===== src/rtl/vedic_8x8.sv =====
// Registered 8x8 unsigned multiplier built from an Urdhva-Tiryagbhyam (Vedic) hierarchy.
// The combinational tree is half adder -> 2x2 -> 4x4 -> 8x8 core, and the top registers the core result.

module vedic_ha (
    input  logic x,
    input  logic y,
    output logic s,
    output logic co
);
    assign s  = x ^ y;
    assign co = x & y;
endmodule

module vedic_2x2 (
    input  logic [1:0] a,
    input  logic [1:0] b,
    output logic [3:0] p
);
    logic c1;

    assign p[0] = a[0] & b[0];

    // The two cross terms give bit 1. Their carry joins a1&b1 to give bits 2 and 3.
    vedic_ha u_ha0 (.x(a[1] & b[0]), .y(a[0] & b[1]), .s(p[1]), .co(c1));
    vedic_ha u_ha1 (.x(a[1] & b[1]), .y(c1),          .s(p[2]), .co(p[3]));
endmodule

module vedic_4x4 (
    input  logic [3:0] a,
    input  logic [3:0] b,
    output logic [7:0] p
);
    logic [3:0] ll, hl, lh, hh;

    vedic_2x2 u_ll (.a(a[1:0]), .b(b[1:0]), .p(ll));
    vedic_2x2 u_hl (.a(a[3:2]), .b(b[1:0]), .p(hl));
    vedic_2x2 u_lh (.a(a[1:0]), .b(b[3:2]), .p(lh));
    vedic_2x2 u_hh (.a(a[3:2]), .b(b[3:2]), .p(hh));

    // The operands are widened to the full 8 bits before the add, so the sum cannot overflow (max 225).
    assign p = {4'b0, ll} + {2'b0, hl, 2'b0} + {2'b0, lh, 2'b0} + {hh, 4'b0};
endmodule

module vedic_8x8_core (
    input  logic [7:0]  a,
    input  logic [7:0]  b,
    output logic [15:0] p
);
    logic [7:0] ll, hl, lh, hh;

    vedic_4x4 u_ll (.a(a[3:0]), .b(b[3:0]), .p(ll));
    vedic_4x4 u_hl (.a(a[7:4]), .b(b[3:0]), .p(hl));
    vedic_4x4 u_lh (.a(a[3:0]), .b(b[7:4]), .p(lh));
    vedic_4x4 u_hh (.a(a[7:4]), .b(b[7:4]), .p(hh));

    assign p = {8'b0, ll} + {4'b0, hl, 4'b0} + {4'b0, lh, 4'b0} + {hh, 8'b0};
endmodule

module vedic_8x8 (
    input  logic        clk,
    input  logic        rst,
    input  logic [7:0]  a,
    input  logic [7:0]  b,
    output logic [15:0] c
);
    logic [15:0] product;

    vedic_8x8_core u_core (.a(a), .b(b), .p(product));

    // This is a one-cycle pipeline with no enable. A new pair is accepted on every edge.
    always_ff @(posedge clk) begin
        if (rst) begin
            c <= 16'h0000;
        end else begin
            c <= product;
        end
    end
endmodule


===== config.mk =====
export PLATFORM = sky130hd
export DESIGN_NAME = vedic_8x8
export DESIGN_NICKNAME = d
export VERILOG_FILES = /design/src/rtl/vedic_8x8.sv
export SDC_FILE = /design/constraint.sdc
export NUM_CORES = 1
export LEC_CHECK = 0
export CAP_MARGIN = 30
export CORE_UTILIZATION = 53
export CTS_BUF_LIST = sky130_fd_sc_hd__clkbuf_16
export CTS_CLUSTER_DIAMETER = 30
export DETAILED_ROUTE_END_ITERATION = 12
export PLACE_DENSITY_LB_ADDON = 0.3
export SLEW_MARGIN = 20
export SYNTH_ARGS = -nofsm -noshare
export SYNTH_HDL_FRONTEND = slang
export SYNTH_SLANG_ARGS = --single-unit

===== constraint.sdc =====
create_clock -name clk -period 5.73 [get_ports clk]
set_input_delay 1.4325 -clock clk [delete_from_list [all_inputs] [get_ports clk]]
set_output_delay 1.4325 -clock clk [all_outputs]
set_load 0.005 [all_outputs]

==> impl_summary.log <==
INFO  metric first_pass_grt_wire_length = about 11,000 µm
INFO  metric routed_wl = just over 7000 µm
INFO  metric dominantRegCellSynth = dfxtp_1
INFO  metric setup_repair_after_global_routing_missed_its_margin = true
INFO  metric fillerInstances = 339
INFO  metric core = about 0.0053 mm²
INFO  metric die-area = 0.00593 mm²
INFO  metric grt_overflow_total = 0
INFO  metric synth_area_leader_cell = ha_1
INFO  metric cts_made_buffers = 3
INFO  metric cts_num_sinks = 16
INFO  metric die_height = 77.0 µm
INFO  metric drt-initial-drc-count = 90
INFO  metric ioPinCount = 34
INFO  metric track_usage = 24.5%
INFO  metric synthesis.yosys.warnings = 0
INFO  metric slew_viol_final = 0
INFO  metric synthDominantCellAreaShare = 27.7%
INFO  metric drv.max_cap_violation_count = 0
INFO  metric cts.hold.buffers_added = 0
INFO  metric place.port_buffers = 33
INFO  metric synth_area = between 0.002 and 0.003 mm²
INFO  metric grt_max_degree = 18
INFO  metric routedWlPerCell = 14.6 µm
INFO  metric via_count_of_the_first_global_routing_pass = 2,591
INFO  metric synth_enable_flop_cells = 0
INFO  metric postLayoutSetupSlackWorst = -0.190 ns
INFO  metric final_nets = 530
INFO  metric storage_element_area = 320 µm²
INFO  metric clock_transition_at_the_registers_of_the_reported_paths = ~0.05 ns
INFO  metric antenna_found_initial = 0
INFO  metric top_register = c
INFO  metric routabilityCongestion = 0.860
INFO  metric antenna_left = 0
INFO  metric netlist_top_cells_count = ha_1, inv_1, and2_1
INFO  metric drt_first_pass_iters = 4
INFO  metric synth_seq_cells = 16
INFO  metric timing.critical_path.arrival = 6.03 ns
INFO  metric std_cell_rows = 26
INFO  metric drt_drc_violations_left = 0
INFO  metric peakVddDrop = between 0.2 and 0.3 mV
INFO  metric tightest_slew = 0.694 ns
INFO  metric synthesis.nets = 446
INFO  metric violations_in_the_final_reports = negative setup slack
INFO  metric postLayoutCoreUtil = 80.4%
INFO  metric final.min_clock_period = 5.92 ns
INFO  metric setup_viol = 7
INFO  metric final-hold-violation-count = 0
INFO  metric fmax = about 0.17 GHz
INFO  metric place_ws = -0.890 ns
INFO  metric post_synth_num_cell_types = 37
INFO  metric h-tree-depth = 1
INFO  metric static-leakage-power = ~2.1 nW
INFO  metric antenna_cells = 0
INFO  metric setup.worst_path.class = in -> reg
INFO  metric powerDensity = around 350 mW/mm²
INFO  metric timing.max_slew.rel_slack = 53.6%
INFO  metric yosys-top-cells-area = ha_1, fa_1, and2_1, dfxtp_1, inv_1
INFO  metric share_of_layout_cells_above_drive_strength_1 = 30.3%
INFO  metric areaGrowthSynthToFinish = 42.1%
INFO  metric fraction_of_the_yosys_area_taken_by_sequential_cells = around 11%
INFO  metric cts.root.buffer_cell = clkbuf_16
INFO  metric yosys.cell_count.top_type = ha_1
INFO  metric largest_register_ffs = 16
INFO  metric dp.final_hpwl = 5300 µm
INFO  metric total_vias_in_the_final_route = roughly 2.5k
INFO  metric nature_of_the_critical_path_endpoint = flip-flop
INFO  metric synth_cells = 336
INFO  metric syn_area_per_cell = just under 9 µm²
INFO  metric run_status = finished with violations
INFO  metric floorplan.initialDensity = between 50% and 60%
INFO  metric worst-endpoint-required = between 5 and 6 ns
INFO  metric cts_max_path_buffers = 2
INFO  metric clock_tree_from_tritoncts = built
INFO  metric async_reset_ff_share = 0%
INFO  metric worst-path-max-fanout = 5
INFO  metric regs_by_ff_count = c: 16 flops
INFO  metric multi_input_area = 0.00281 mm²
INFO  metric min-delay-path-class = in -> reg
INFO  metric critical_path.startpoint_type = input pin
INFO  metric viasPerCell = 5.18
INFO  metric layout_worst_path_cycle_share = 103%
INFO  metric die_w = 77.0 µm
-- critical path: stages --
cell      delay [ns]
buf_6           0.10
and2_4          0.16
ha_4            0.16
ha_4            0.25
inv_2           0.03
fa_1            0.53
inv_2           0.07
fa_2            0.57
ha_4            0.16
inv_4           0.03
fa_2            0.36
nor2b_2         0.15
o21ai_2         0.06
nand2b_1        0.12
buf_4           0.14
xor2_2          0.15
fa_1            0.47
ha_4            0.32
nand4b_1        0.25
a211oi_4        0.31
o21a_1          0.16
nor3_2          0.04
-- where the power goes --
part / total [mW] / internal [mW] / switching, mW
Clock: 0.138 / 0.0926 / 0.0451
Sequential: 0.157 / 0.148 / 0.00892
Combinational: 1.19 / 0.629 / 0.558
-- worst paths after layout --
kind	start	depth (start not counted)	end	slack, ns
max	a[1]	22	c[14]$_SDFF_PP0_	-0.19
min	b[0]	3	c[0]$_SDFF_PP0_	1.59
-- area by class of cell --
class | instances | share of cell area [%]
clock buffers | 3 | 1.77
multi-input cells | 257 | 66.2
repair buffers | 81 | 16.8
clock inverters | 1 | 0.0885
well taps | 70 | 2.07
flip-flops and latches | 16 | 7.56
inverters | 61 | 5.52
-- timing repair --
action / 4_1_cts / 5_1_grt
resized for setup: 62 / 27
pin swaps: 37 / 21
setup buffers: 4 / 6
setup endpoints to repair: 9 / 7
-- placed cells by master, fill, tap and decap left out, types with 9 or more instances in the layout --
master and n:
clkdlybuf4s50_1 25, inv_1 51, ha_1 52, ha_4 14, xor2_1 9, a21o_1 9
and2_1 47, dfxtp_1 16, buf_4 45, nand2_1 11, xnor2_1 9, nor2_1 9
fa_1 22
-- per-layer routing --
layer,vias up,GRT usage [%],share of wire [%]
met3,14,2.26,3.4
met4,0,8.87,2.3
li1,1247,-,-
met2,54,43.2,48
met1,1218,31.1,46
met5,-,0,0
-- cell families (layout without fill, tap and decap cells) --
family / after synthesis / after routing / share of synthesized area, %
buffers and inverters: 63 / 146 / 7.93
xor gates and xnor gates: 23 / 23 / 6.75
and+or+nand+nor: 101 / 101 / 19.6
muxes: 1 / 1 / 0.336
adders and majority gates: 92 / 92 / 45.1
DFF: 16 / 16 / 10.7
AOI/OAI and AO/OA: 40 / 40 / 9.48
-- metrics by stage --
stage	instances	cell area, µm²	power [mW]	hold slack [ns]	TNS, ns
3_5_place_dp	476	3860	1.10	2.13	-6.08
2_1_floorplan	336	3160	0.788	1.58	0
5_1_grt	489	4240	1.59	1.61	-1.85
6_report	489	4240	1.48	1.59	-0.959
3_3_place_gp	476	3860	1.07	2.13	-5.04
4_1_cts	484	4100	1.38	1.58	-0.262
No activity file was read; power rests on OpenSTA's default activity.
==> patch 1: new RTL, same flow settings <==
Reset style: asynchronous (`rst`), changed in one clocked block.
--- a/src/rtl/vedic_8x8.sv
+++ b/src/rtl/vedic_8x8.sv
@@ -70,3 +70,3 @@
     // This is a one-cycle pipeline with no enable. A new pair is accepted on every edge.
-    always_ff @(posedge clk) begin
+    always_ff @(posedge clk or posedge rst) begin
         if (rst) begin
Function: changed (Yosys sat finds a counterexample within 4 cycles, from zero or initial values and one cycle with rst high; the reset may be asserted at any time).
==> patch 1 against the original RTL <==
The run still ends with negative setup slack left. Core utilization fell by 2.1 points. Critical path depth rose by 2. Cell area fell by 3.9%. Routed wire length fell by 0.53%. Synthesized area fell by 1.8%. Via count fell by 3.1%. Sequential share of layout area rose by 2.3 points. Worst setup slack got worse by 0.23 ns. Sequential cell count did not move. Cell count fell by 3.9%. Largest cell class unchanged. Total power fell by 3.7%.
==> patch 1: results (changes against the original RTL) <==
Outcome: finished, violations left (unchanged)
Failing checks: negative setup slack (unchanged)
Commonest cells post-synth: ha_1, inv_1, and2_1, fa_1, dfrtp_1 (was ha_1, inv_1, and2_1, fa_1, dfxtp_1)
Gpl congestion: 0.810 (was 0.860)
DR iter-0 viols: 81 (was 90)
Final-report setup violation count: 6 (was 7)
Synth Net Count: 425 (was 446)
Largest net degree at the start of global routing: 17 (was 18)
Met1 WL: 3160 µm (was 3300 µm)
Min-delay src: a[0] (was b[0])
Layout cell share with drive strength beyond 1: 27.0% (was 30.3%)
Post-Layout Cell Count: 470 (was 489)
Leak pwr: 0.00218 µW (was 0.00214 µW)
Critical Path Start: a[2] (was a[1])
Global-route wire length before repair: 11300 µm (was 11400 µm)
Count of cell types in the netlist: 25 (was 37)
Met2 Resource Use GR: 40.3% (was 43.2%)
Post-DP Area: 3720 µm² (was 3860 µm²)
Routed WL per cell: 15.1 µm (was 14.6 µm)
CP max-delay cell: fa_1 (was fa_2)
Clock-cell share: 1.93% (was 1.86%)
Met3 usage: 1.68% (was 2.26%)
Die span in x: 76.3 µm (was 77.0 µm)
Yosys warning count: 0 (unchanged)
Gr usage total: 24.3% (was 24.5%)
GR Layer Usage met1: 33.2% (was 31.1%)
Share of flip-flops with an asynchronous set or reset: 100% (was 0%)
Slowest stage delay, CP: 0.53 ns (was 0.57 ns)
Seq. cell area: 400 µm² (was 320 µm²)
Top Registers: c x16 (unchanged)
Metal3 WL: 306 µm (was 245 µm)
Nets: 511 (was 530)
Multi-input combinational area share: 63.2% (was 66.2%)
NonClk Buf Share: 17.4% (was 16.8%)
H-tree depth: 1 (unchanged)
Primary FF master, synth: dfrtp_1 (was dfxtp_1)
Multi-In Gates: 240 (was 257)
Via count: 2455 (was 2533)
Peak VDD IR: 305 µV (was 283 µV)
Slew @ Worst Pin: 0.606 ns (was 0.694 ns)
Root Buffer: clkbuf_16 (unchanged)
TNS Setup: -1.75 ns (was -0.959 ns)
Non-clk invs: 59 (was 61)
PnR worst setup slack: -0.425 ns (was -0.190 ns)
Fin area: 4080 µm² (was 4240 µm²)
Critical Path AT: 6.29 ns (was 6.03 ns)
DP HPWL: 5320 µm (was 5300 µm)
DR vias/cell: 5.22 (was 5.18)
DP Worst Slack: -1.11 ns (was -0.890 ns)
Sequential area share after synthesis: 13.7% (was 10.7%)
Avg Cell Area, Syn: 9.29 µm² (was 8.88 µm²)
Clock-pin slew on the worst setup and hold paths: 0.05 ns (about the same)
Met2 WL: 3450 µm (was 3440 µm)
Crit path max fanout: 4 (was 5)
Synth area leaders: ha_1, fa_1, dfrtp_1 (was ha_1, fa_1, and2_1)
Inst Count DP: 456 (was 476)
==> patch 1: power by group <==
part           leakage, µW  internal (µW)  switching [µW]
logic              0.00195            610             505
clock network    0.0000385           92.5            43.1
registers         0.000192            165            11.0
total              0.00218            868             559
==> patch 1: repair_timing <==
action,4_1_cts,5_1_grt
gates resized for setup,66,22
buffers inserted,6,4
setup endpoints to repair,8,7
pin swaps,34,39
==> patch 1: path summary, 6_finish.rpt <==
| path | endpoint | slack (ns) | cells after the start |
|---|---|---|---|
| max | c[12] | -0.42 | 24 |
| min | c[0] | 1.51 | 3 |
| max in group asynchronous | c[6] | 3.77 | 2 |
| min in group asynchronous | c[14] | 1.57 | 2 |
==> patch 1: logic make-up (layout without fill, tap and decap cells) <==
family                     Yosys count  after routing  synth area share [%]
xor gates and xnor gates            26             26                  7.78
DFF                                 16             16                  13.7
buffers and inverters               59            144                  7.56
and+or+nand+nor                     82             82                  16.2
adders and majority gates           92             92                  46.0
AOI/OAI and AO/OA                   40             40                  8.85
==> patch 2: new RTL, same flow settings <==
Made on the original files. Add an input register stage for `a` and `b`, cleared by the reset; this delays them by one clock. Comments in the files are not updated.
--- a/src/rtl/vedic_8x8.sv
+++ b/src/rtl/vedic_8x8.sv
@@ -65,5 +65,19 @@
 );
+
+    logic [7:0] a_q;
+    logic [7:0] b_q;
+
+    always_ff @(posedge clk) begin
+        if (rst) begin
+            a_q <= '0;
+            b_q <= '0;
+        end else begin
+            a_q <= a;
+            b_q <= b;
+        end
+    end
+
     logic [15:0] product;
 
-    vedic_8x8_core u_core (.a(a), .b(b), .p(product));
+    vedic_8x8_core u_core (.a(a_q), .b(b_q), .p(product));
 
Function: changed (Yosys sat finds a counterexample within 4 cycles, from zero or initial values and one cycle with rst high).
==> patch 2 against the original RTL <==
Worst setup slack gained 0.52 ns. Non-clock buffer count decreased by 45. Routed wire length decreased by 5.0%. Synthesized cell count grew 9.2%. Synthesized area is 13% higher. Sequential cell count increased by 16. Cell count fell by 1.2%. Sequential share of layout area grew 8.7 points. Cell area down 6.9%. Critical endpoint is now c[15]. Largest cell class unchanged.
Power is not compared: it rests on default switching activity, and its combinational part moved more than twofold at a synthesized area within 25%.
==> patch 2: results (changes against the original RTL) <==
Layout cell share with drive strength beyond 1: 3.92% (was 30.3%)
Crit path max fanout: 8 (was 5)
Largest net degree at the start of global routing: 25 (was 18)
Met3 usage: 4.33% (was 2.26%)
DR iter-0 viols: 60 (was 90)
Outcome: completed (was finished, violations left)
Sequential area share after synthesis: 19.1% (was 10.7%)
Nets: 517 (was 530)
Count of cell types in the netlist: 32 (was 37)
H-tree depth: 2 (was 1)
Fin crit share: 94.3% (was 103%)
Met2 Resource Use GR: 43.4% (was 43.2%)
Top Registers: c x16, a_q x8, b_q x8 (was c x16)
Via count: 2479 (was 2533)
Vias in the first global route: 2679 (was 2591)
Avg Cell Area, Syn: 9.15 µm² (was 8.88 µm²)
Fill count: 514 (was 339)
# Post-CTS Setup Buffers: 0 (was 4)
Area of the mapped netlist: 3360 µm² (was 2980 µm²)
Global-route wire length before repair: 11600 µm (was 11400 µm)
Critical Path AT: 5.62 ns (was 6.03 ns)
GR Layer Usage met1: 25.8% (was 31.1%)
Gr usage total: 23.3% (was 24.5%)
Min-delay src: b_q[0] (was b[0])
FF+latch count: 32 (was 16)
Slew @ Worst Pin: 0.446 ns (was 0.694 ns)
Multi-In Gates: 273 (was 257)
Metal3 WL: 231 µm (was 245 µm)
Commonest cells post-synth: ha_1, inv_1, and2_1, dfxtp_1, fa_1 (was ha_1, inv_1, and2_1, fa_1, dfxtp_1)
Slowest stage delay, CP: 0.55 ns (was 0.57 ns)
DR vias/cell: 5.13 (was 5.18)
Critical Path Start: a_q[0] (was a[1])
Synth area leaders: ha_1, dfxtp_1, fa_1 (was ha_1, fa_1, and2_1)
Area of the multi-input gates: 2490 µm² (was 2810 µm²)
Layout area overhead: 17.6% (was 42.1%)
Post-DP Area: 3800 µm² (was 3860 µm²)
DP HPWL: 5550 µm (was 5300 µm)
==> patch 2: timing repair <==
item | CTS | global route
setup endpoints to repair | 0 | 2
endpoints found under the hold margin | 0 | 0
hold buffers | 0 | 0
gates resized for setup | 0 | 3
==> patch 2: logic make-up after synthesis <==
| family | Yosys count | synth area share (%) |
|---|---|---|
| muxes | 1 | 0.335 |
| xor gates and xnor gates | 23 | 6.00 |
| and+or+nand+nor | 115 | 19.5 |
| DFF | 32 | 19.1 |
| AOI/OAI and AO/OA | 42 | 8.09 |
| buffers and inverters | 62 | 6.93 |
| adders and majority gates | 92 | 40.1 |
==> patch 2: worst min path at each step <==
stage	endpoint	slack, ns	depth (start not counted)
floorplan	c[0]	0.46	2
global route	c[0]	0.53	2
finish	c[0]	0.51	2
detailed placement	c[0]	0.53	2
CTS	c[0]	0.54	2
global placement	c[0]	0.52	2
